**src/rtl/sdram_bist_sequencer.sv**
```systemverilog
// sdram_bist_sequencer: SDRAM write/read-back self-test with error count and LED nibble display; SDRAM_BIST_ERRINJ_EN adds Inject_Sig
module sdram_bist_sequencer #(
  parameter int DATA_W = 16,
  parameter int ADDR_W = 22,
  parameter int START_ADDR = 0,
  parameter int END_ADDR = 15,
  parameter logic [DATA_W-1:0] CONST_PAT = 16'h1248,
  parameter int ERR_W = 16,
  parameter int LED_W = 4,
  parameter int DISP_DELAY = 20000000
) (
  input  logic              CLK,
  input  logic              RST,
  input  logic              Start_Sig,
`ifdef SDRAM_BIST_ERRINJ_EN
  input  logic              Inject_Sig,
`endif
  input  logic [1:0]        Mode,
  input  logic              Busy_Sig,
  input  logic              Done_Sig,
  input  logic [DATA_W-1:0] RdData,
  output logic              WrEN_Sig,
  output logic              RdEN_Sig,
  output logic [ADDR_W-1:0] BRC_Addr,
  output logic [DATA_W-1:0] WrData,
  output logic              Test_Done,
  output logic              Pass,
  output logic [ERR_W-1:0]  Err_Count,
  output logic [ADDR_W-1:0] First_Err_Addr,
  output logic [LED_W-1:0]  LED
);
  localparam int NIB = (ERR_W + LED_W - 1) / LED_W;
  localparam int PW = NIB * LED_W;
  localparam int NW = NIB > 1 ? $clog2(NIB) : 1;
  localparam int CW = DISP_DELAY > 1 ? $clog2(DISP_DELAY) : 1;
  typedef enum logic [2:0] {S_IDLE, S_WAIT, S_WRITE, S_WGAP, S_READ, S_RGAP, S_DISP} state_t;
  state_t            r_state;
  logic [1:0]        r_mode;
  logic [ADDR_W-1:0] r_addr, r_brc, r_first;
  logic [DATA_W-1:0] r_wdata;
  logic              r_wren, r_rden, r_done, r_pass;
  logic [ERR_W-1:0]  r_err;
  logic [LED_W-1:0]  r_led;
  logic [CW-1:0]     r_cnt;
  logic [NW-1:0]     r_nib;
  logic [DATA_W-1:0] w_wpat, w_rpat;
  logic [PW-1:0]     w_err_pad;
  logic [NW-1:0]     w_nib_nx;
  logic              w_last, w_mis;
  function automatic logic [DATA_W-1:0] pat(input logic [1:0] m, input logic [ADDR_W-1:0] ad);
    logic [DATA_W-1:0] a;
    a = DATA_W'(ad);
    return m == 2'd0 ? a : m == 2'd1 ? ~a : m == 2'd2 ? DATA_W'(1) << (a % DATA_W'(DATA_W)) : CONST_PAT;
  endfunction
`ifdef SDRAM_BIST_ERRINJ_EN
  logic r_inj;
  // Flipping bit 0 of the first write proves the comparator can see a mismatch.
  assign w_wpat = pat(r_mode, r_addr) ^ DATA_W'(r_inj && r_addr == ADDR_W'(START_ADDR));
`else
  assign w_wpat = pat(r_mode, r_addr);
`endif
  assign w_rpat = pat(r_mode, r_addr);
  assign w_mis = RdData != w_rpat;
  assign w_last = r_addr == ADDR_W'(END_ADDR);
  assign w_err_pad = PW'(r_err);
  assign w_nib_nx = r_nib == NW'(NIB - 1) ? '0 : r_nib + NW'(1);
  always_ff @(posedge CLK) begin
    if (RST) begin
      r_state <= S_IDLE;
      r_mode <= '0;
      r_addr <= '0;
      r_brc <= '0;
      r_first <= '0;
      r_wdata <= '0;
      r_wren <= 1'b0;
      r_rden <= 1'b0;
      r_done <= 1'b0;
      r_pass <= 1'b0;
      r_err <= '0;
      r_led <= '0;
      r_cnt <= '0;
      r_nib <= '0;
`ifdef SDRAM_BIST_ERRINJ_EN
      r_inj <= 1'b0;
`endif
    end else if (Start_Sig && (r_state == S_IDLE || r_state == S_DISP)) begin
      r_state <= S_WAIT;
      r_mode <= Mode;
      r_addr <= ADDR_W'(START_ADDR);
      r_err <= '0;
      r_first <= '0;
      r_done <= 1'b0;
      r_pass <= 1'b0;
`ifdef SDRAM_BIST_ERRINJ_EN
      r_inj <= Inject_Sig;
`endif
    end else begin
      case (r_state)
        S_WAIT: if (!Busy_Sig) r_state <= S_WRITE;
        // Requests only rise while the SDRAM is free and no stale Done is on the bus.
        S_WRITE: if (!r_wren) begin
          if (!Busy_Sig && !Done_Sig) begin
            r_wren <= 1'b1;
            r_brc <= r_addr;
            r_wdata <= w_wpat;
          end
        end else if (Done_Sig) begin
          r_wren <= 1'b0;
          r_state <= S_WGAP;
        end
        S_WGAP: begin
          r_addr <= w_last ? ADDR_W'(START_ADDR) : r_addr + ADDR_W'(1);
          r_state <= w_last ? S_READ : S_WRITE;
        end
        S_READ: if (!r_rden) begin
          if (!Busy_Sig && !Done_Sig) begin
            r_rden <= 1'b1;
            r_brc <= r_addr;
          end
        end else if (Done_Sig) begin
          r_rden <= 1'b0;
          r_state <= S_RGAP;
          if (w_mis && ~&r_err) r_err <= r_err + ERR_W'(1);
          if (w_mis && r_err == '0) r_first <= r_addr;
        end
        S_RGAP: if (w_last) begin
          r_done <= 1'b1;
          r_pass <= r_err == '0;
          r_state <= S_DISP;
          r_nib <= '0;
          r_cnt <= '0;
          r_led <= w_err_pad[LED_W-1:0];
        end else begin
          r_addr <= r_addr + ADDR_W'(1);
          r_state <= S_READ;
        end
        S_DISP: if (r_cnt == CW'(DISP_DELAY - 1)) begin
          r_cnt <= '0;
          r_nib <= w_nib_nx;
          r_led <= w_err_pad[w_nib_nx*LED_W +: LED_W];
        end else r_cnt <= r_cnt + CW'(1);
        default: r_state <= S_IDLE;
      endcase
    end
  end
  assign WrEN_Sig = r_wren;
  assign RdEN_Sig = r_rden;
  assign BRC_Addr = r_brc;
  assign WrData = r_wdata;
  assign Test_Done = r_done;
  assign Pass = r_pass;
  assign Err_Count = r_err;
  assign First_Err_Addr = r_first;
  assign LED = r_led;
endmodule

```
**config.mk**
```make
export PLATFORM = sky130hd
export DESIGN_NAME = sdram_bist_sequencer
export DESIGN_NICKNAME = d
export VERILOG_FILES = /design/src/rtl/sdram_bist_sequencer.sv
export SDC_FILE = /design/constraint.sdc
export NUM_CORES = 1
export LEC_CHECK = 0
export ABC_AREA = 1
export BUFFER_PORTS_ARGS = -buffer_cell sky130_fd_sc_hd__clkbuf_2
export CORE_ASPECT_RATIO = 1.1
export CORE_MARGIN = 10
export CORE_UTILIZATION = 52
export DETAILED_ROUTE_END_ITERATION = 12
export PLACE_DENSITY = 0.84
export SLEW_MARGIN = 40
export SYNTH_ARGS = -nofsm -noshare
export SYNTH_HDL_FRONTEND = slang
export SYNTH_SLANG_ARGS = --single-unit
```
**constraint.sdc**
```tcl
create_clock -name CLK -period 1.79 [get_ports CLK]
set_input_delay 0.0895 -clock CLK [delete_from_list [all_inputs] [get_ports CLK]]
set_output_delay 0.0895 -clock CLK [all_outputs]
set_load 0.01 [all_outputs]
```
==> flow_summary.toml, run 1 <==
[finish]
multi_input_area_um2 = 4640
drive_gt1_share_pct = 35.8
areaGrowthSynthToFinish_pct = 45.8
nNetsFinal = 1413
finish.instance_area_um2 = 10900
final_cell_mix = "nand2_1 (210), buf_4 (162), dfxtp_1 (123)"
fill_cells = 960
final_common_cell = "nand2_1"
final_core_utilization_pct = 78.0
final-seq-area_um2 = 2790
antennaDiodeCount = 0

[critical_path]
crit_arrival_ps = 2520
cp-start-kind = "flop"
crit_type = "flop to flop"
crit_required_ps = 2150
crit_fanout = 8
cp-end-kind = "flop"

[power_and_ir_drop]
p_int_uw = 5360
p_leak_uw = 0.00457
switching_share_pct = 26.9
ir_worst_vdd_v = 0.000586
p_clk_share_pct = 49.0
cellPowerDensity_nw_per_um2 = 673
sequentialPowerShare_pct = 42.1
p_sw_uw = 1970
comb_power_share_pct = 8.9

[sta]
maxSlewViolCount = 0
relSlewSlack_pct = 68.6
period_minus_slack_ps = 2150
setup-tns-final_ps = -12490
final_hold_viol_count = 1
finalClockSkew_ps = 9.63
whs_ps = -0.148
rsz0062_at_grt = "true"
post-route-period-util_pct = 120
setup_violations = 76
fin_ws_ps = -364
worst_slew_pin_slew_ps = 467
fmax_mhz = 464

[routing]
vias = 9032
drcViolationCount = 0
final_antenna_net_count = 0
routed_wl_mm = 27.1
vias_per_cell = 5.72
dr.pass1.iters = 6
wl_met2_mm = 13.4
drtIter0Drc = 858
wl_met1_mm = 10.2
dr_wl_met3_mm = 2.20
wl_per_cell_um = 17.2
top_layer = "met4"

[floorplanning]
fp.dieArea_um2 = 19600
die_h_um = 146
die_w_um = 134
rows = 45
initial_utilization_pct = 53.5
io_pins = 107
core_um2 = 14000

[clock_network]
clockBufferDepth = 2
clock-root-buffer = "clkbuf_16"
cts.sink_count = 138
clock_latency_ps = 430
cts_tree = "done"
h-tree-depth = 4
clk_pin_slew_ps = 70
cts_buffers = 17

[global_route]
grt_pass1_wl_mm = 40.7
grt_max_degree = 45
antenna_found_initial = 0
grt_overflow = 0
grt_usage_pct = 24.9
grt_pass1_vias = 8451

[placed_design]
place_hpwl_mm = 17.4
io_buffers = 106
dpl_cell_area_um2 = 9380
place_ws_ps = -398
place_congestion = 0.995

[yosys]
ys_ff_latch = 138
syn_inst = 1112
synth_cell_types = 43
syn-cell-area_um2 = 7480
syn_area_per_cell_um2 = 6.72
seq_area_frac_synth_pct = 36.9
ys_warn_count = 0
syn_nets = 1146

[status]
violations = "negative hold slack, negative setup slack"
outcome = "finished, violations left"

[worst_hold_path]
min_path_type = "input port to flop"

[flow_run]
maxCapViolCount = 0
stage by stage:
stage / power (µW) / cells
finish: 7330 / 1580
global route: 7530 / 1580
CTS: 7310 / 1566
detailed placement: 3710 / 1517
global placement: 3700 / 1517
floorplan: 3460 / 1112
logic make-up (layout without fill, tap and decap cells):
logic type,after synthesis,in the layout,share of synthesized area (%)
flops,138,138,36.9
buf+inv,159,438,8.70
compound gates,220,220,15.9
xor+xnor,27,27,3.16
fa+ha+maj,11,11,1.84
simple gates,557,558,33.4
timing repair:
action                                 4_1_cts  5_1_grt
resized for setup                           80       86
hold buffers                                 4        0
setup endpoints to repair                   87      118
endpoints found under the hold margin        9        0
gates cloned                                 2        4
pin swaps                                   20       29
buffers inserted                            11       14
metal layers:
metal / global-route usage (%) / vias to the layer above
met2: 43.5 / 481
met4: 11.7 / 0
met5: 0 / -
met1: 27.4 / 4188
li1: - / 4243
met3: 6.10 / 120
cell type report:
type	count	area share [%]
Multi-Input combinational cell	816	42.6
Sequential cell	138	25.6
Timing Repair Buffer	296	20.2
Inverter	110	3.96
Clock buffer	17	3.90
Tap cell	188	2.16
Clock inverter	15	1.54
worst max-delay path, cell delays in order (launching register included):
cell	delay (ps)
dfxtp_4	370
ha_4	190
ha_4	170
nand2_2	50
nand2_2	50
nand3_2	80
nand2_1	60
nand2_1	80
nand2_1	60
nor2_1	100
nand2_1	80
nor2_2	160
nand2_4	130
buf_12	170
nand2_8	110
nand2_2	70
a21oi_2	150
power groups by stage:
stage	clock network, µW	registers, µW	logic [µW]
3_3_place_gp	0	3160	543
3_5_place_dp	0	3160	552
2_1_floorplan	0	3160	306
5_1_grt	3730	3090	715
4_1_cts	3600	3090	615
6_report	3590	3090	651
cells in the mapped netlist:
cell type	count	area share, %
o21a_1	1	0.10
nor2_2	5	0.42
nand3_1	88	5.9
clkinv_1	3	0.15
a21oi_2	10	1.2
clkbuf_1	26	1.3
nand3_2	1	0.13
nand2_4	1	0.15
o211a_1	1	0.13
a211oi_2	1	0.17
inv_2	9	0.45
a31oi_1	1	0.084
o22ai_1	1	0.084
o2111ai_1	4	0.47
nor2_1	116	5.8
o21ai_2	1	0.12
nor3_2	3	0.40
nor3b_1	5	0.50
nor2_4	2	0.30
clkbuf_2	1	0.067
a21oi_1	118	7.9
ha_1	11	1.8
o21ai_1	4	0.27
o21ai_0	73	4.9
buf_2	12	0.80
nand2_2	15	1.3
nand2_1	233	12
or2_2	2	0.17
nor3_1	36	2.4
o211ai_1	3	0.30
nand4_1	30	2.5
o41ai_1	1	0.12
buf_6	2	0.30
nand3b_1	6	0.60
nor4_1	13	1.1
inv_1	98	4.9
buf_4	6	0.60
buf_1	2	0.10
xnor2_1	1	0.12
xor2_1	26	3.0
and2_1	1	0.084
dfxtp_1	138	37
o32ai_1	1	0.12
registers in the layout (all words and copies together), names as in the netlist, 3 cells and up:
| register | cells |
|---|---|
| First_Err_Addr | 22 |
| WrData | 16 |
| r_cnt | 25 |
| Err_Count | 16 |
| r_addr | 22 |
| LED | 4 |
| BRC_Addr | 22 |
| r_state | 3 |
worst paths after layout:
| path | startpoint | to | slack (ps) | cells after the start |
|---|---|---|---|---|
| setup / recovery | r_addr[0] | Err_Count[14] | -360 | 16 |
| hold / removal | Mode[0] | r_mode[0] | -0.1 | 3 |
| setup reg to reg | r_addr[0] | Err_Count[14] | -360 | 16 |
| hold reg to reg | LED[0] | LED[0] | 480 | 2 |
No activity file was read; power rests on OpenSTA's default activity.
==> run 2: changes to the inputs <==
Settings changed: PLACE_DENSITY 0.84 to 0.77.
==> run 2 against run 1 <==
Against the previous run: the flow finishes with violations (negative setup slack); global-route usage grew 0.49 points; clock skew grew 5.9 ps; cell area grew 4.8%; die area is the same; flip-flop and latch count is the same; final cell count grew 0.70%; hold slack gained 140 ps.
==> flow_summary.toml, run 2 (same netlist as run 1, synthesis figures left out) <==
[floorplanning]
die_w_um = 134
initial_utilization_pct = 53.5
fp.dieArea_um2 = 19600
die_h_um = 146
rows = 45
core_um2 = 14000
io_pins = 107

[placed_design]
io_buffers = 106
place_ws_ps = -404
place_congestion = 0.965
place_hpwl_mm = 16.7

[critical_path]
cp-end-kind = "flop"
cp-start-kind = "flop"
startpoint = "r_addr[1]"
r2r_slack_ps = -460
crit_type = "flop to flop"
crit_arrival_ps = 2620
crit_fanout = 6
r2r_cells = 18
r2r-start = "r_addr[1]"
crit_required_ps = 2160
worstReg2RegEnd = "First_Err_Addr[12]"

[sta]
maxSlewViolCount = 0
fmax_mhz = 445
relSlewSlack_pct = 68.2
finalClockSkew_ps = 15.5
worst_slew_pin_slew_ps = 473
setup_violations = 88
rsz0062_at_grt = "true"
period_minus_slack_ps = 2250
fin_ws_ps = -459
final_hold_viol_count = 0
post-route-period-util_pct = 126

[routing]
vias = 9447
routed_wl_mm = 30.0
final_antenna_net_count = 0
dr.pass1.iters = 7
drtIter0Drc = 1057
vias_per_cell = 5.94
wl_per_cell_um = 18.9
drcViolationCount = 0

[finish]
final_cell_mix = "nand2_1 (208), buf_4 (159), dfxtp_1 (124)"
fill_cells = 819
multi_input_area_um2 = 4960
regMostFlops = "r_cnt"
drive_gt1_share_pct = 38.1
final_core_utilization_pct = 81.8
nNetsFinal = 1424
final_common_cell = "nand2_1"
antennaDiodeCount = 0
largest_register_ffs = 25
final-seq-area_um2 = 2800
areaGrowthSynthToFinish_pct = 52.8

[worst_hold_path]
hold_depth = 4
hold_start = "Start_Sig"
hold_end = "r_mode[1]"
min_path_type = "input port to flop"

[power_and_ir_drop]
cellPowerDensity_nw_per_um2 = 632
ir_worst_vdd_v = 0.000540
p_leak_uw = 0.00477

[global_route]
grt_pass1_vias = 8485
grt_overflow = 0
grt_usage_pct = 25.4
grt_pass1_wl_mm = 41.5
grt_max_degree = 45
antenna_found_initial = 0

[flow_run]
maxCapViolCount = 0

[clock_network]
cts.sink_count = 138
clock_latency_ps = 440
h-tree-depth = 4
clock-root-buffer = "clkbuf_16"
clockBufferDepth = 2
cts_tree = "done"
clk_pin_slew_ps = 70
cts_buffers = 17

[status]
violations = "negative setup slack"
outcome = "finished, violations left"
==> run 2: layout make-up <==
class / count / share of cell area, %
repair buffers: 307 / 21.3
clock inverters: 14 / 1.10
well taps: 188 / 2.06
multi-input cells: 816 / 43.4
clock buffers: 18 / 3.84
inverters: 110 / 3.80
flip-flops and latches: 138 / 24.5
==> run 2: how the worst max path moves through the flow <==
stage / endpoint / cells after the start
detailed placement: Err_Count[0] / 13
global route: Err_Count[15] / 17
finish: First_Err_Addr[12] / 18
floorplan: Err_Count[6] / 16
CTS: First_Err_Addr[2] / 17
global placement: First_Err_Addr[0] / 13
==> run 2: critical path: stages, from the launching register on <==
cell and delay [ps]:
dfxtp_4 380, inv_6 90, ha_4 160, inv_2 40, nor2_2 120, nand2_1 70, nand2_1 80, nand2_1 80
nand2_1 80, nand2_1 50, nor2_1 90, nand2_1 70, nor2_2 170, nand2_4 120, buf_8 180, buf_16 140
nand3_2 60, nand2_1 70, nor2_1 120
==> run 2: metal layers <==
layer,vias to the layer above,GRT usage [%],wire (µm)
met1,4442,29.1,10800
li1,4272,-,-
met2,581,42.9,14900
met3,152,6.00,2700
met5,-,0,0
met4,0,12.5,1630
==> run 2: report_power, final <==
part           switching [µW]  leakage [µW]  total (µW)  internal (µW)
sequential               17.5       0.00112        3090           3070
clock                    1600      0.000279        3470           1870
combinational             367       0.00337         658            290
total                    1980       0.00477        7220           5230
==> run 2: metrics by stage <==
stage | power (µW) | std cells | instance area (µm²) | setup TNS, ps | hold WS [ps]
floorplan | 3460 | 1112 | 7540 | -843 | 259
global placement | 3680 | 1509 | 9340 | -16280 | 342
detailed placement | 3690 | 1509 | 9340 | -18170 | 337
CTS | 7100 | 1571 | 10700 | -10130 | 101
global route | 7380 | 1591 | 11400 | -27530 | 155
finish | 7220 | 1591 | 11400 | -18490 | 140
==> run 2: what timing repair did <==
action,CTS,global route
resized for setup,102,141
hold buffers,5,0
gates cloned,7,6
endpoints found under the setup margin,92,115
setup buffers,18,19
pin swaps,30,66
endpoints found under the hold margin,5,0
